File: config.mk
export PLATFORM = sky130hd
export DESIGN_NAME = sha256_iter
export DESIGN_NICKNAME = d
export VERILOG_FILES = /design/src/rtl/sha256_iter.sv
export SDC_FILE = /design/constraint.sdc
export NUM_CORES = 2
export LEC_CHECK = 0
export BUFFER_PORTS_ARGS = -buffer_cell sky130_fd_sc_hd__buf_2
export CORE_MARGIN = 10
export CORE_UTILIZATION = 55
export CTS_CLUSTER_SIZE = 10
export DETAILED_ROUTE_END_ITERATION = 8
export GPL_TIMING_DRIVEN = 0
export HOLD_SLACK_MARGIN = 0.02
export PLACE_DENSITY_LB_ADDON = 0.08
export SLEW_MARGIN = 20
export SYNTH_ARGS = -nofsm -noshare
export SYNTH_HDL_FRONTEND = slang
export SYNTH_SLANG_ARGS = --single-unit
File: constraint.sdc
create_clock -name clk -period 22.7 [get_ports clk]
set_clock_uncertainty 0.2 [all_clocks]
set_input_delay 4.54 -clock clk [delete_from_list [all_inputs] [get_ports clk]]
set_output_delay 4.54 -clock clk [all_outputs]
set_load 0.03 [all_outputs]
File: src/rtl/sha256_iter.sv
// sha256_iter -- iterative multi-block SHA-256 compression engine.
//
// ROUNDS_PER_CYCLE (1, 2, 4 or 8) rounds are evaluated per clock. The
// chaining value is kept between blocks, so a message is any number of
// pre-padded 512-bit blocks. A block is accepted in IDLE. RUN then lasts
// 64/ROUNDS_PER_CYCLE cycles. FINAL folds the working state into the chaining
// value, and hash_valid strobes in the following (IDLE) cycle.
//
// Ports
//   clk         system clock
//   reset       asynchronous, active-low reset
//   blk_valid   source presents a block (hold until accepted)
//   blk_ready   engine can accept a block (high in IDLE)
//   blk_data    pre-padded block, [0:511], bit 0 = MSB of word 0
//   blk_first   block starts a new message (load IV), sampled with the block
//   mode224     (SHA224_EN only) select SHA-224 IV, sampled when blk_first=1
//   busy        compression in progress (RUN or FINAL)
//   hash_valid  one-cycle strobe: hash was just updated
//   hash        chaining value / digest, [0:255], H0 in bits 0..31
//
// Build option
//   `define SHA224_EN adds the mode224 port and SHA-224 support. With SHA-224
//   active, hash bits 224..255 read 0. H7 is still kept internally for chaining.

module sha256_iter #(
   parameter int ROUNDS_PER_CYCLE = 1
) (
   input  logic           clk,
   input  logic           reset,
   input  logic           blk_valid,
   output logic           blk_ready,
   input  logic [0:511]   blk_data,
   input  logic           blk_first,
`ifdef SHA224_EN
   input  logic           mode224,
`endif
   output logic           busy,
   output logic           hash_valid,
   output logic [0:255]   hash
);

   if (!(ROUNDS_PER_CYCLE == 1 || ROUNDS_PER_CYCLE == 2 ||
         ROUNDS_PER_CYCLE == 4 || ROUNDS_PER_CYCLE == 8)) begin : g_bad_rpc
      $error("sha256_iter: ROUNDS_PER_CYCLE must be 1, 2, 4 or 8");
   end

   localparam logic [1:0] S_IDLE  = 2'd0;
   localparam logic [1:0] S_RUN   = 2'd1;
   localparam logic [1:0] S_FINAL = 2'd2;

   localparam logic [5:0] RPC6     = 6'(ROUNDS_PER_CYCLE);
   localparam logic [5:0] LAST_CNT = 6'(64 - ROUNDS_PER_CYCLE);

   localparam logic [0:7][31:0] IV256 = {
      32'h6a09e667, 32'hbb67ae85, 32'h3c6ef372, 32'ha54ff53a,
      32'h510e527f, 32'h9b05688c, 32'h1f83d9ab, 32'h5be0cd19};
   localparam logic [0:7][31:0] IV224 = {
      32'hc1059ed8, 32'h367cd507, 32'h3070dd17, 32'hf70e5939,
      32'hffc00b31, 32'h68581511, 32'h64f98fa7, 32'hbefa4fa4};

   localparam logic [0:63][31:0] K = {
      32'h428a2f98, 32'h71374491, 32'hb5c0fbcf, 32'he9b5dba5, 32'h3956c25b, 32'h59f111f1, 32'h923f82a4, 32'hab1c5ed5,
      32'hd807aa98, 32'h12835b01, 32'h243185be, 32'h550c7dc3, 32'h72be5d74, 32'h80deb1fe, 32'h9bdc06a7, 32'hc19bf174,
      32'he49b69c1, 32'hefbe4786, 32'h0fc19dc6, 32'h240ca1cc, 32'h2de92c6f, 32'h4a7484aa, 32'h5cb0a9dc, 32'h76f988da,
      32'h983e5152, 32'ha831c66d, 32'hb00327c8, 32'hbf597fc7, 32'hc6e00bf3, 32'hd5a79147, 32'h06ca6351, 32'h14292967,
      32'h27b70a85, 32'h2e1b2138, 32'h4d2c6dfc, 32'h53380d13, 32'h650a7354, 32'h766a0abb, 32'h81c2c92e, 32'h92722c85,
      32'ha2bfe8a1, 32'ha81a664b, 32'hc24b8b70, 32'hc76c51a3, 32'hd192e819, 32'hd6990624, 32'hf40e3585, 32'h106aa070,
      32'h19a4c116, 32'h1e376c08, 32'h2748774c, 32'h34b0bcb5, 32'h391c0cb3, 32'h4ed8aa4a, 32'h5b9cca4f, 32'h682e6ff3,
      32'h748f82ee, 32'h78a5636f, 32'h84c87814, 32'h8cc70208, 32'h90befffa, 32'ha4506ceb, 32'hbef9a3f7, 32'hc67178f2};

   function automatic logic [31:0] rotr(input logic [31:0] x, input int n);
      return (x >> n) | (x << (32 - n));
   endfunction

   function automatic logic [31:0] big_sigma0(input logic [31:0] x);
      return rotr(x, 2) ^ rotr(x, 13) ^ rotr(x, 22);
   endfunction

   function automatic logic [31:0] big_sigma1(input logic [31:0] x);
      return rotr(x, 6) ^ rotr(x, 11) ^ rotr(x, 25);
   endfunction

   function automatic logic [31:0] small_sigma0(input logic [31:0] x);
      return rotr(x, 7) ^ rotr(x, 18) ^ (x >> 3);
   endfunction

   function automatic logic [31:0] small_sigma1(input logic [31:0] x);
      return rotr(x, 17) ^ rotr(x, 19) ^ (x >> 10);
   endfunction

   function automatic logic [0:7][31:0] iv_of(input logic m224);
      return m224 ? IV224 : IV256;
   endfunction

   // Chained rounds: round r uses K[base+r] and window word r.
   // Index 0 of the state is 'a', index 7 is 'h'.
   function automatic logic [0:7][31:0] do_rounds(input logic [0:7][31:0] s,
                                                  input logic [0:15][31:0] win,
                                                  input logic [5:0] base);
      logic [0:7][31:0] v;
      logic [31:0]      t1;
      logic [31:0]      t2;
      v = s;
      for (int r = 0; r < ROUNDS_PER_CYCLE; r++) begin
         t1 = v[7] + big_sigma1(v[4]) + ((v[4] & v[5]) ^ (~v[4] & v[6]))
              + K[base + 6'(r)] + win[r];
         t2 = big_sigma0(v[0]) + ((v[0] & v[1]) ^ (v[0] & v[2]) ^ (v[1] & v[2]));
         for (int i = 7; i > 0; i--) v[i] = v[i-1];
         v[4] = v[4] + t1;
         v[0] = t1 + t2;
      end
      return v;
   endfunction

   // Advance the 16-word window by ROUNDS_PER_CYCLE words. Later new words may
   // depend on earlier new words of the same cycle (x[14+j] for j >= 2).
   function automatic logic [0:15][31:0] next_window(input logic [0:15][31:0] win);
      logic [0:23][31:0] x;
      x = '0;
      x[0:15] = win;
      for (int j = 0; j < ROUNDS_PER_CYCLE; j++)
         x[16+j] = small_sigma1(x[14+j]) + x[9+j] + small_sigma0(x[1+j]) + x[j];
      return x[ROUNDS_PER_CYCLE +: 16];
   endfunction

   logic [1:0]        state;
   logic [5:0]        cnt;
   logic [0:7][31:0]  wv;
   logic [0:7][31:0]  hreg;
   logic [0:15][31:0] w;
   logic              base_iv;
   logic              mode_q;
   logic              mode_next;
   logic [0:7][31:0]  base;
   logic [0:7][31:0]  round_out;
   logic [0:15][31:0] win_next;

`ifdef SHA224_EN
   assign mode_next = blk_first ? mode224 : mode_q;
`else
   assign mode_next = 1'b0;
`endif

   assign blk_ready = (state == S_IDLE);
   assign busy      = (state != S_IDLE);

   // The base for the final addition is either the chaining value or the IV.
   // The chaining value cannot change before FINAL, so only the choice is kept.
   assign base = base_iv ? iv_of(mode_q) : hreg;

   always_comb begin
      round_out = do_rounds(wv, w, cnt);
      win_next  = next_window(w);
   end

   always_comb begin
      hash = hreg;
      if (mode_q) hash[224:255] = 32'h0;
   end

   always_ff @(posedge clk or negedge reset) begin
      if (!reset) begin
         state      <= S_IDLE;
         cnt        <= '0;
         wv         <= '0;
         hreg       <= IV256;
         hash_valid <= 1'b0;
         base_iv    <= 1'b0;
         mode_q     <= 1'b0;
      end else begin
         hash_valid <= 1'b0;
         case (state)
            S_IDLE: begin
               if (blk_valid) begin
                  wv      <= blk_first ? iv_of(mode_next) : hreg;
                  base_iv <= blk_first;
                  mode_q  <= mode_next;
                  cnt     <= '0;
                  state   <= S_RUN;
               end
            end
            S_RUN: begin
               wv  <= round_out;
               cnt <= cnt + RPC6;
               if (cnt == LAST_CNT) state <= S_FINAL;
            end
            S_FINAL: begin
               for (int i = 0; i < 8; i++) hreg[i] <= base[i] + wv[i];
               hash_valid <= 1'b1;
               state      <= S_IDLE;
            end
            default: state <= S_IDLE;
         endcase
      end
   end

   // Message window carries no reset: it is always loaded before use.
   always_ff @(posedge clk) begin
      if (state == S_IDLE && blk_valid) w <= blk_data;
      else if (state == S_RUN)          w <= win_next;
   end

endmodule

==> flow_summary.json <==
{
  "status": "complete, no violations",
  "use_met2": 0.675,
  "place.port_buffers": 773,
  "ys_seq_area_frac": 0.391,
  "netlist_area_um2": 73300,
  "cpPeakStageDelay_ns": 0.82,
  "avgViaCountPerCell": 6.46,
  "drt-total-wl_um": 345000,
  "core_region_area_um2": 132000,
  "use_met1": 0.533,
  "crit_slowest_cell": "xnor2_1",
  "rsz0062_at_grt": "no",
  "crit_type": "flop to flop",
  "root_buffer": "clkbuf_16",
  "min_to": "hash[158]$_DFFE_PN1P_",
  "synth.top_cell.area_share": 0.210,
  "hpwlAfterDp_um": 270000,
  "worst_pin_slew_ns": 1.31,
  "endpoint_kind": "flop",
  "fmax_ghz": 0.0885,
  "grt_usage": 0.449,
  "worstRegToRegCells": 32,
  "cp_common_cell": "inv_1",
  "finalCriticalPeriod_ns": 11.29,
  "synth_seq_cells": 1034,
  "cp_max_fo": 10,
  "syn_nets": 9549,
  "syn_inst": 8441,
  "drt_iter0_drc": 10712,
  "die-area_um2": 148000,
  "worst_slack_ns": 11.41,
  "synthFlopType": "edfxtp_1",
  "hold_viol_final": 0,
  "gr-total-overflow": 0,
  "grt_pass1_wl_um": 483000,
  "drive_gt1_frac": 0.138,
  "wl_per_cell_um": 30.8,
  "async_flop_share": 0.505,
  "antenna_found_initial": 33,
  "drv_slew": 0,
  "clk_pin_slew_ns": 0.06,
  "fin_tns_setup_ns": 0,
  "grt_start_max_net_pins": 110,
  "timing.reg2reg.setup_slack_ns": 11.41,
  "arrival_ns": 11.74,
  "cts_setup_buffers": 0,
  "die_w_um": 385,
  "htreeDepth": 3,
  "hp-start": "hash[158]$_DFFE_PN1P_",
  "ctsHoldBuffers": 0,
  "finalWeightedCongestion": 1.10,
  "slew_headroom": 0.126,
  "num_rows": 133,
  "cts_buffers": 120,
  "critPathRequiredTime_ns": 23.14,
  "grt_pass1_vias": 70059,
  "pre_cts_slack_ns": 11.92,
  "min_period_over_period": 0.498,
  "clockBufferDepth": 3,
  "clock-sinks": 1034,
  "start_util": 0.555,
  "ys_top_cells_by_area": "edfxtp_1 21%, dfrtp_1 13%, nand2_1 11%, ha_1 6.7%, fa_1 5.4%",
  "r2r-start": "cnt[1]$_DFFE_PN0P_",
  "cts_tree": "yes",
  "yosysWarnings": 0,
  "drc": 0,
  "ant_nets": 0,
  "synth_cell_types": 88,
  "whs_path_depth": 2,
  "post_cts_resized": 0,
  "num_vias": 72422,
  "busiest_layer": "met2",
  "grtUsageMet3": 0.147,
  "synth_edf_count": 512,
  "drv_cap": 0,
  "critPathLaunchType": "flop",
  "setup_violations": 0,
  "nNetsFinal": 10464,
  "final_cell_area_um2": 83500,
  "synth_top_area_cell": "edfxtp_1",
  "ios": 775,
  "worstReg2RegEnd": "round_out[223]$_DFFE_PN0P_",
  "hold_class": "flop to flop",
  "syn2layout_area_growth_pct": 14.0,
  "die_h_um": 385,
  "first_pass_iters": 7,
  "worst_skew_pair.late_latency_ns": 0.81,
  "place_area_um2": 79800,
  "startpoint": "cnt[1]$_DFFE_PN0P_",
  "syn_area_per_cell_um2": 8.68
}
[how the worst max path moves through the flow]
stage | end | slack, ns | depth (start not counted)
after CTS | round_out[223]$_DFFE_PN0P_ | 11.88 | 32
after floorplan | round_out[198]$_DFFE_PN0P_ | 6.20 | 6
after global placement | round_out[198]$_DFFE_PN0P_ | 0.73 | 7
final | round_out[223]$_DFFE_PN0P_ | 11.41 | 32
after detailed placement | round_out[223]$_DFFE_PN0P_ | 11.92 | 32
after global routing | round_out[223]$_DFFE_PN0P_ | 11.37 | 32
[synthesized netlist by cell type, types with 33 or more instances]
cell and number:
nand2_1 2113, o21ai_0 624, edfxtp_1 512, a21oi_1 448, inv_1 439, clkbuf_1 429
ha_1 395, dfrtp_1 386, nor2_1 346, xnor2_1 297, xor2_1 271, a21o_1 200
fa_1 197, nor3_1 192, nor2b_1 152, or2_2 145, o31ai_1 138, dfstp_2 136
nor3b_1 123, nand3_1 85, a211oi_1 83, nand2b_1 63, o211ai_1 63, o21a_1 58
or3_1 53, o21bai_1 39, buf_1 33
[logic make-up after synthesis]
family | after synthesis | synth area share
compound gates | 1882 | 0.159
xor+xnor | 568 | 0.0679
fa+ha+maj | 594 | 0.122
buf+inv | 907 | 0.0465
flops | 1034 | 0.391
mux | 53 | 0.00873
simple gates | 3403 | 0.205
[sequential cells by signal, indices dropped and copies added, names as in the netlist]
register,count
base_iv,1
cnt,6
hash,224
hash_valid,1
hreg,32
round_out,192
state,2
w,512
wv,64
[cell type report]
type	count	area [µm²]
clock inverters	15	262
repair buffers	793	4350
clock buffers	182	3330
diodes	21	52.6
inverters	441	1660
well taps	1755	2200
multi-input cells	6500	41200
plain buffers	466	1800
flip-flops and latches	1034	28600
fillers	11074	48500
[stage by stage]
step           utilization  cells  hold slack (ns)
6_report             0.633  11207            0.287
2_1_floorplan            -   8441            0.291
3_3_place_gp         0.601  10969            0.260
4_1_cts              0.632  11185            0.283
3_5_place_dp         0.605  10988            0.275
5_1_grt              0.632  11190            0.304
[cells in the final DEF (no fill, tap or decap), types with 32 or more instances in the layout]
cell type	count
xnor2_1	297
nand2_1	2113
o31ai_1	138
or2_2	145
buf_2	778
nor2_1	346
nand3_1	85
ha_1	395
clkbuf_1	450
edfxtp_1	512
a31oi_1	32
dfstp_2	136
o21ai_0	624
or3_1	53
o211ai_1	63
a21oi_1	448
nor2b_1	152
nor3b_1	123
nor3_1	192
clkbuf_16	120
a21o_1	200
dfrtp_1	386
clkbuf_2	32
fa_1	197
nand2b_1	63
o21a_1	58
a211oi_1	83
xor2_1	271
inv_1	438
o21bai_1	39
[metal layers]
| metal | share of wire | vias to the layer above |
|---|---|---|
| li1 | - | 30732 |
| met1 | 0.35 | 34484 |
| met2 | 0.43 | 5647 |
| met3 | 0.13 | 1527 |
| met4 | 0.096 | 32 |
| met5 | 0.00062 | - |
[worst max-delay path: cells and delay by family, from the launching register on]
kind,cells,cell delay [ns]
xor+xnor,2,1.01
simple gates,6,1.70
compound gates,9,2.84
buf+inv,7,2.03
fa+ha+maj,6,2.31
flops,1,0.76
mux,2,0.23
Power is left out: the tool's default activity adds up to more than one toggle a clock period on the data nets, which glitch-free logic cannot reach.
